--- src/rtl/conv_operand_loader_pkg.sv ---
// Shared types and geometry for the convolution operand loader.
package conv_loader_pkg;
  typedef enum logic [1:0] {
    LOAD = 2'd0,
    RUN  = 2'd1,
    DONE = 2'd2
  } state_e;

  localparam int N_IN      = 16;
  localparam int N_FLT     = 9;
  localparam int FRAME_LEN = N_IN + N_FLT;
  localparam int CNT_W     = 5;
  localparam int RUN_W     = 5;
endpackage

--- src/rtl/conv_operand_loader_if.sv ---
// Byte-stream handshake into the loader. Build with LOADER_FILTER_REUSE_EN to add flt_keep.
interface conv_operand_loader_if #(parameter int DATA_W = 8);
  logic              s_valid;
  logic [DATA_W-1:0] s_data;
  logic              s_last;
  logic              s_ready;
`ifdef LOADER_FILTER_REUSE_EN
  logic              flt_keep;
`endif

  modport master (
`ifdef LOADER_FILTER_REUSE_EN
    output flt_keep,
`endif
    output s_valid, s_data, s_last,
    input  s_ready
  );

  modport slave (
`ifdef LOADER_FILTER_REUSE_EN
    input  flt_keep,
`endif
    input  s_valid, s_data, s_last,
    output s_ready
  );
endinterface

--- src/rtl/conv_operand_loader_run_timer.sv ---
// Compute-window timer: load arms RUN_CYC cycles, expire flags the last one.
module loader_run_timer
  import conv_loader_pkg::*;
#(
  parameter int RUN_CYC = 20
) (
  input  logic clk,
  input  logic rst,
  input  logic load,
  input  logic en,
  output logic expire
);
  logic [RUN_W-1:0] cnt_q;

  always_ff @(posedge clk or posedge rst) begin
    if (rst)                      cnt_q <= '0;
    else if (load)                cnt_q <= RUN_W'(RUN_CYC - 1);
    else if (en && cnt_q != '0)   cnt_q <= cnt_q - 1'b1;
  end

  assign expire = en && (cnt_q == '0);
endmodule

--- src/rtl/conv_operand_loader.sv ---
// Assembles a byte stream into 4x4 input / 3x3 filter operands and sequences the array's
// reset and result strobe. LOADER_FILTER_REUSE_EN adds input-only frames that keep the filter.
module conv_operand_loader
  import conv_loader_pkg::*;
#(
  parameter int DATA_W  = 8,
  parameter int RUN_CYC = 20
) (
  input  logic                      clk_in,
  input  logic                      rst,
  conv_operand_loader_if.slave      s,
  output logic [N_IN*DATA_W-1:0]    in_mat,
  output logic [N_FLT*DATA_W-1:0]   flt_mat,
  output logic                      array_rst,
  output logic                      busy,
  output logic                      res_strobe,
  output logic                      frame_err
);
  state_e                        state_q, state_d;
  logic [CNT_W-1:0]              beat_cnt, last_cnt;
  logic [N_IN-1:0][DATA_W-1:0]   in_q;
  logic [N_FLT-1:0][DATA_W-1:0]  flt_q;
  logic accept, is_final, end_ok, bad, run_load, run_en, run_exp;

  assign s.s_ready = (state_q == LOAD) && !rst;
  assign accept    = s.s_valid && s.s_ready;

`ifdef LOADER_FILTER_REUSE_EN
  logic keep_q, keep_cur, flt_loaded;
  // flt_keep is only meaningful on the first beat; later beats use the latched copy
  assign keep_cur = (beat_cnt == '0) ? s.flt_keep : keep_q;
  assign last_cnt = keep_cur ? CNT_W'(N_IN - 1) : CNT_W'(FRAME_LEN - 1);
`else
  assign last_cnt = CNT_W'(FRAME_LEN - 1);
`endif

  assign is_final = (beat_cnt == last_cnt);
  assign end_ok   = accept && s.s_last && is_final;
  assign bad      = accept && (s.s_last != is_final);
  assign run_en   = (state_q == RUN);

  loader_run_timer #(.RUN_CYC(RUN_CYC)) u_timer (
    .clk    (clk_in),
    .rst    (rst),
    .load   (run_load),
    .en     (run_en),
    .expire (run_exp)
  );

  always_ff @(posedge clk_in or posedge rst) begin
    if (rst) state_q <= LOAD;
    else     state_q <= state_d;
  end

  always_comb begin
    state_d    = state_q;
    array_rst  = 1'b1;
    busy       = 1'b0;
    res_strobe = 1'b0;
    run_load   = 1'b0;
    case (state_q)
      LOAD: if (end_ok) begin
        state_d  = RUN;
        run_load = 1'b1;
      end
      RUN: begin
        array_rst = 1'b0;
        busy      = 1'b1;
        if (run_exp) state_d = DONE;
      end
      DONE: begin
        array_rst  = 1'b0;
        busy       = 1'b1;
        res_strobe = 1'b1;
        state_d    = LOAD;
      end
      default: state_d = LOAD;
    endcase
  end

  // N_IN is 16, so bit 4 selects the bank and bits [3:0] are the element index in either
  always_ff @(posedge clk_in or posedge rst) begin
    if (rst) begin
      beat_cnt  <= '0;
      in_q      <= '0;
      flt_q     <= '0;
      frame_err <= 1'b0;
`ifdef LOADER_FILTER_REUSE_EN
      keep_q     <= 1'b0;
      flt_loaded <= 1'b0;
`endif
    end else if (accept) begin
      if (!beat_cnt[4]) in_q[beat_cnt[3:0]]  <= s.s_data;
      else              flt_q[beat_cnt[3:0]] <= s.s_data;
      beat_cnt <= (end_ok || bad) ? '0 : beat_cnt + 1'b1;
      if (bad) frame_err <= 1'b1;
`ifdef LOADER_FILTER_REUSE_EN
      if (beat_cnt == '0) keep_q <= s.flt_keep;
      if (end_ok && !keep_cur) flt_loaded <= 1'b1;
      if (end_ok && keep_cur && !flt_loaded) flt_q <= '0;
`endif
    end
  end

  assign in_mat  = in_q;
  assign flt_mat = flt_q;
endmodule

--- src/flat_wrapper.sv ---
// flat-port wrapper written by rule: the top's interface ports become plain ports
module conv_operand_loader_flat import conv_loader_pkg::*;
#(
  parameter int DATA_W  = 8,
  parameter int RUN_CYC = 20
)
  (clk_in, rst, in_mat, flt_mat, array_rst, busy, res_strobe, frame_err, s_s_valid, s_s_data, s_s_last, s_s_ready);
  conv_operand_loader_if #(.DATA_W(DATA_W)) s_i ();
  input  logic clk_in;
  input  logic rst;
  output logic [N_IN*DATA_W-1:0] in_mat;
  output logic [N_FLT*DATA_W-1:0] flt_mat;
  output logic array_rst;
  output logic busy;
  output logic res_strobe;
  output logic frame_err;
  input wire logic [$bits(s_i.s_valid)-1:0] s_s_valid;
  input wire logic [$bits(s_i.s_data)-1:0] s_s_data;
  input wire logic [$bits(s_i.s_last)-1:0] s_s_last;
  output wire logic [$bits(s_i.s_ready)-1:0] s_s_ready;
  assign s_i.s_valid = s_s_valid;
  assign s_i.s_data = s_s_data;
  assign s_i.s_last = s_s_last;
  assign s_s_ready = s_i.s_ready;
  conv_operand_loader #(.DATA_W(DATA_W), .RUN_CYC(RUN_CYC)) u_core (.clk_in(clk_in), .rst(rst), .s(s_i), .in_mat(in_mat), .flt_mat(flt_mat), .array_rst(array_rst), .busy(busy), .res_strobe(res_strobe), .frame_err(frame_err));
endmodule
--- config.mk ---
export PLATFORM = sky130hd
export DESIGN_NAME = conv_operand_loader_flat
export DESIGN_NICKNAME = d
export VERILOG_FILES = /design/src/rtl/conv_operand_loader_pkg.sv /design/src/rtl/conv_operand_loader_if.sv /design/src/rtl/conv_operand_loader_run_timer.sv /design/src/rtl/conv_operand_loader.sv /design/src/flat_wrapper.sv
export SDC_FILE = /design/constraint.sdc
export NUM_CORES = 1
export LEC_CHECK = 0
export ABC_CLOCK_PERIOD_IN_PS = 8000
export CORE_UTILIZATION = 45
export CTS_CLUSTER_SIZE = 40
export DETAILED_ROUTE_END_ITERATION = 16
export GPL_ROUTABILITY_DRIVEN = 0
export GPL_TIMING_DRIVEN = 0
export PLACE_DENSITY_LB_ADDON = 0.25
export SLEW_MARGIN = 20
export SYNTH_ARGS = -nofsm -noshare
export SYNTH_HDL_FRONTEND = slang
export SYNTH_HIERARCHICAL = 1
export SYNTH_SLANG_ARGS = --single-unit
--- constraint.sdc ---
create_clock -name clk_in -period 8 [get_ports clk_in]
set_input_delay 1.2 -clock clk_in [delete_from_list [all_inputs] [get_ports clk_in]]
set_output_delay 1.2 -clock clk_in [all_outputs]
set_load 0.01 [all_outputs]
# --- Word level (Yosys, flattened, before mapping) ---
# Cells that the tools add are included.
op_classes:
  order_cmp: 2
  addsub: 2
  reduce_logical: 19
  n_bitwise: 1
  muxes: 15
  eq_ne: 6
ops:
  columns: ["operator", "n"]
  rows:
  - ["128-bit bitwise mux", 1]
  - ["72-bit bitwise mux", 1]
  - ["8-bit demux with 4-bit select", 1]
  - ["5-bit 2-to-1 mux", 3]
  - ["1-bit logical AND", 8]
  - ["8-bit 2-to-1 mux", 1]
  - ["2-bit AND reduction", 4]
  - ["5-bit by 1-bit adder with 5-bit output, second input constant", 1]
  - ["5-bit equality test, second input constant", 1]
  - ["5-bit logical NOT", 1]
  - ["4-bit by 5-bit < comparator with 1-bit output, second input constant", 1]
  - ["1-bit 2-to-1 mux", 5]
  - ["5-bit nonzero test", 1]
  - ["5-bit by 1-bit subtractor with 5-bit output, second input constant", 1]
  - ["4-bit by 1-bit greater-or-equal comparator with 1-bit output, second input constant", 1]
  - ["2-bit 2-to-1 mux", 2]
  - ["2-bit by 1-bit inequality test with 1-bit output, second input constant", 2]
  - ["2-bit case mux with 2 select lines", 1]
  - ["2-bit by 1-bit equality test with 1-bit output, second input constant", 1]
  - ["2-bit equality test, second input constant", 1]
  - ["2-bit logical NOT", 1]
  - ["2-bit nonzero test", 1]
  - ["2-bit OR reduction", 1]
  - ["1-bit logical NOT", 1]
  - ["3 further kinds", 3]
word_totals:
  out_inout_bits: 205
  register_bits: 213
  in_bits: 12
  wordCells: 74

# --- Longest topological paths before layout ---
depth:
  word_depth: 8
  mapped_depth: 11
  mapped_depth_nobuf: 10

# --- Cells and area by module ---
# Netlist, hierarchy kept.
modules_own_cells:
  columns: ["mod", "cells_each", "seq_area_each_um2", "instances", "area_each_um2"]
  rows:
  - ["conv_operand_loader", 520, 5205.0, 1, 8189.1]
  - ["loader_run_timer", 30, 125.1, 1, 290.3]

# --- Least setup slack after synthesis ---
# No wires, ideal clock.
synth_path:
  path_kind: "input to output"
  from: "input rst"
  to: "output s_s_ready"
  required_time_ns: 6.800
  path_slack_ns: 5.340
  t_arrival_ns: 1.460
  path_buffers: 0
  path_stages: 2
  path_cell_list: "nand2b_4 inv_2"
synth_via:
  elab_chain_cells: 2
synth_lines:
  columns: ["item", "line_no", "source"]
  rows:
  - ["start: declaration", "flat_wrapper.sv:10", "input logic rst;"]
  - ["1-bit logical NOT", "conv_operand_loader.sv:25", "assign s.s_ready = (state_q == LOAD) && !rst;"]
  - ["1-bit logical AND", "conv_operand_loader.sv:25", null]
  - ["end: declaration", "flat_wrapper.sv:20", "output wire logic [$bits(s_i.s_ready)-1:0] s_s_ready;"]
# No other way between the ends.

# --- Worst setup path in the final report ---
# Same ends and word-level chain as after synthesis.

==> results.cfg <==
[status]
status = complete, no violations

[sta]
fmax_ghz = 0.256
slew_headroom_pct = 48.3
finClkSkew_ns = 0.00549
post-route-min-period_ns = 3.90
finalHoldViolCount = 0
setup_viol_count_final = 0
fin_ws_ns = 4.10
setup_total_negative_slack_ns = 0
final_worst_path_cycle_share_pct = 48.7
report.final.slew_viol_count = 0
rsz_0062_raised_after_global_routing = false
worst_slew_pin_slew_ns = 0.771

[critical_path]
path_cells = clkdlybuf4s50_1 -> nand2b_4 -> inv_2 -> clkdlybuf4s50_1
critical_path_maximum_fanout = 5
startpoint_type = input pin
cp.required_ns = 6.80
critPathArrivalTime_ns = 2.70
cp_slowest_stage_delay_ns = 0.59
crit_type = input pin to output port
critical_path.endpoint_type = output port
crit_top_cell = sky130_fd_sc_hd__clkdlybuf4s50_1
crit_path_top_delay_cell = sky130_fd_sc_hd__clkdlybuf4s50_1

[pwr]
power_dens_cells_mw_per_mm2 = 293
peakVddDrop_uv = 207
power_frac_comb_pct = 26.8
total_switching_power_w = 0.000926
power.internal_w = 0.00252
p_leak_nw = 5.55
design_power_total_w = 0.00345
pwr-share-clk_pct = 32.4
sw_frac_of_total_pct = 26.8
seqPwrFrac_pct = 40.9

[cells_and_area]
layout.area.seq_mm2 = 0.00533
layout.cells.non_filler = 1034
insertedDiodeCount = 0
layout_common_cells = 215 x sky130_fd_sc_hd__clkdlybuf4s50_1, 213 x sky130_fd_sc_hd__dfrtp_1, 199 x sky130_fd_sc_hd__mux2_2, 23 x sky130_fd_sc_hd__clkbuf_16, 22 x sky130_fd_sc_hd__clkbuf_1
filler_cell_count = 1336
non_filler_cell_area_final_mm2 = 0.0118
layout-drive-gt1-share_pct = 34.0
mostFrequentLayoutCell = sky130_fd_sc_hd__clkdlybuf4s50_1
syn_to_final_growth_pct = 38.7
multi_input_gate_area_mm2 = 0.00300
finish.net_count = 812

[cts]
post_cts.resized_instances = 0
worst_setup_hold_path_clk_slew_ns = 0.06
cts_root_buf = sky130_fd_sc_hd__clkbuf_16
cts.htree.levels = 1
cts_hold_fix_bufs = 0
postCtsSetupBuffers = 0
cts.sinks = 213
tritoncts_clock_tree = yes
numCtsBuffers = 22
clk-insertion-delay-late_ns = 0.49
worst_case_clock_buffer_depth = 3

[die]
vertical_extent_of_the_die_um = 139
row_count = 49
fp.dieW_um = 139
die_area_mm2 = 0.0194
design.core.area_mm2 = 0.0182
effective_utilization_at_floorplan_pct = 46.6
floorplan.io_pins = 217

[detailed_routing]
routed-via-count = 5433
drt-vias-per-instance = 5.25
remaining_drc_errors = 0
drt-initial-drc-count = 240
detail_route.wirelength_um = 21100
dr.pass1.iters = 4
post_drt_wl_per_cell_um = 20.4
drt.antenna.violating_nets = 0

[yosys]
synth.yosys.warnings = 6
synth.yosys.seq_area_share_pct = 62.9
synth-seq-cells = 213
post_synth.cell_area_avg_um2 = 15.4
library_cells_used_by_synthesis = 41
synth_cells = 550
synthesis.nets = 572
synth.cell_area_mm2 = 0.00848

[place]
placement.io_buffers = 215
detailed_place.area_mm2 = 0.0110
dpl.hpwl_um = 14900
post-place-ws_ns = 4.09
dp_cells = 995

[global_route]
via_count_of_the_first_global_routing_pass = 5753
wire_length_of_the_first_global_routing_pass_um = 33000
grt.total_usage_pct = 21.8
grt_antenna_before_repair = 0
globalRoute.totalOverflow = 0
largest_net_degree_at_the_start_of_global_routing = 110

[run]
number_of_max_cap_violations = 0

[worst_hold_path]
hp-class = flop to flop
==> worst max-delay path, delay by kind of cell <==
| kind | cells | cell delay, ns |
|---|---|---|
| buf+inv | 3 | 1.26 |
| simple gates | 1 | 0.24 |
==> layout make-up <==
| type | count | share of cell area, % |
|---|---|---|
| flip-flops and latches | 213 | 45.3 |
| multi-input cells | 298 | 25.5 |
| repair buffers | 216 | 18.5 |
| clock buffers | 32 | 5.69 |
| well taps | 229 | 2.44 |
| clock inverters | 7 | 1.19 |
| plain buffers | 25 | 0.862 |
| inverters | 14 | 0.511 |
==> state kept, by name, indices dropped and copies added (netlist names) <==
signal,cells
u_core/state_q,2
u_core/in_mat,128
u_core/flt_mat,72
u_core/frame_err,1
u_core/beat_cnt,5
u_core/u_timer/cnt_q,5
==> logic make-up (layout without fill, tap and decap cells) <==
logic type | count (synthesis) | count (layout) | share of synthesized area [%]
compound gates | 15 | 15 | 1.18
xor+xnor | 1 | 1 | 0.103
fa+ha+maj | 10 | 10 | 1.48
buf+inv | 39 | 294 | 1.81
flops | 213 | 213 | 62.9
mux | 204 | 204 | 27.1
simple gates | 68 | 68 | 5.50
==> power by group through the flow <==
stage	registers, W	logic (W)	clock network [W]
2_1_floorplan	0.00149	0.000351	0
3_3_place_gp	0.00141	0.000900	0
3_5_place_dp	0.00143	0.000927	0
4_1_cts	0.00141	0.000934	0.00114
5_1_grt	0.00144	0.000986	0.00118
6_report	0.00141	0.000924	0.00112
==> final timing paths <==
check / cells after the start / slack (ns) / from / endpoint
max: 4 / 4.10 / rst / s_s_ready
max in group asynchronous: 3 / 5.68 / rst / u_core/in_mat[116]$_DFFE_PP0P_
min in group asynchronous: 2 / 1.14 / rst / u_core/u_timer/cnt_q[2]$_DFFE_PP0P_
max reg2reg: 11 / 5.57 / u_core/state_q[0]$_DFFE_PP0P_ / u_core/u_timer/cnt_q[3]$_DFFE_PP0P_
min reg2reg: 1 / 0.49 / u_core/flt_mat[43]$_DFFE_PP0P_ / u_core/flt_mat[43]$_DFFE_PP0P_
min: 1 / 0.49 / u_core/flt_mat[43]$_DFFE_PP0P_ / u_core/flt_mat[43]$_DFFE_PP0P_
==> stage by stage <==
step                      hold WS (ns)  util (%)
after floorplan                  0.451         -
after global placement           0.461      60.0
after detailed placement         0.470      60.2
after CTS                        0.491      64.6
after global routing             0.514      64.6
final                            0.489      64.6
==> synthesized netlist by cell type (all sizes together) <==
library cell,count,area (um2)
a21oi,2,10.0
and2,4,25.0
and4bb,1,12.5
a32oi,1,8.76
nor4b,1,8.76
clkbuf,19,71.3
mux2,202,2270
nor2,12,55.1
ha,10,125
o21ai,8,51.3
dfrtp,213,5330
nor4,2,27.5
nand4b,1,8.76
nand3,7,50.1
nand4,3,33.8
nand3b,1,7.51
nand2b,2,20.0
a21o,2,15.0
mux2i,2,20.0
buf,6,30.0
o31ai,1,7.51
or4,2,15.0
xnor2,1,8.76
and4b,1,10.0
and2b,1,8.76
nor2b,3,18.8
or3b,1,11.3
o21bai,1,7.51
inv,14,52.6
nand2,21,109
nor3,5,45.0
==> routing by layer <==
metal / wire (um) / vias up / GRT usage [%]
met5: 0 / - / 0
met4: 488 / 0 / 6.49
met3: 1700 / 36 / 6.68
met2: 10100 / 195 / 36.4
met1: 8750 / 2791 / 27.4
li1: - / 2411 / -
Power figures use the tool's default switching activity.
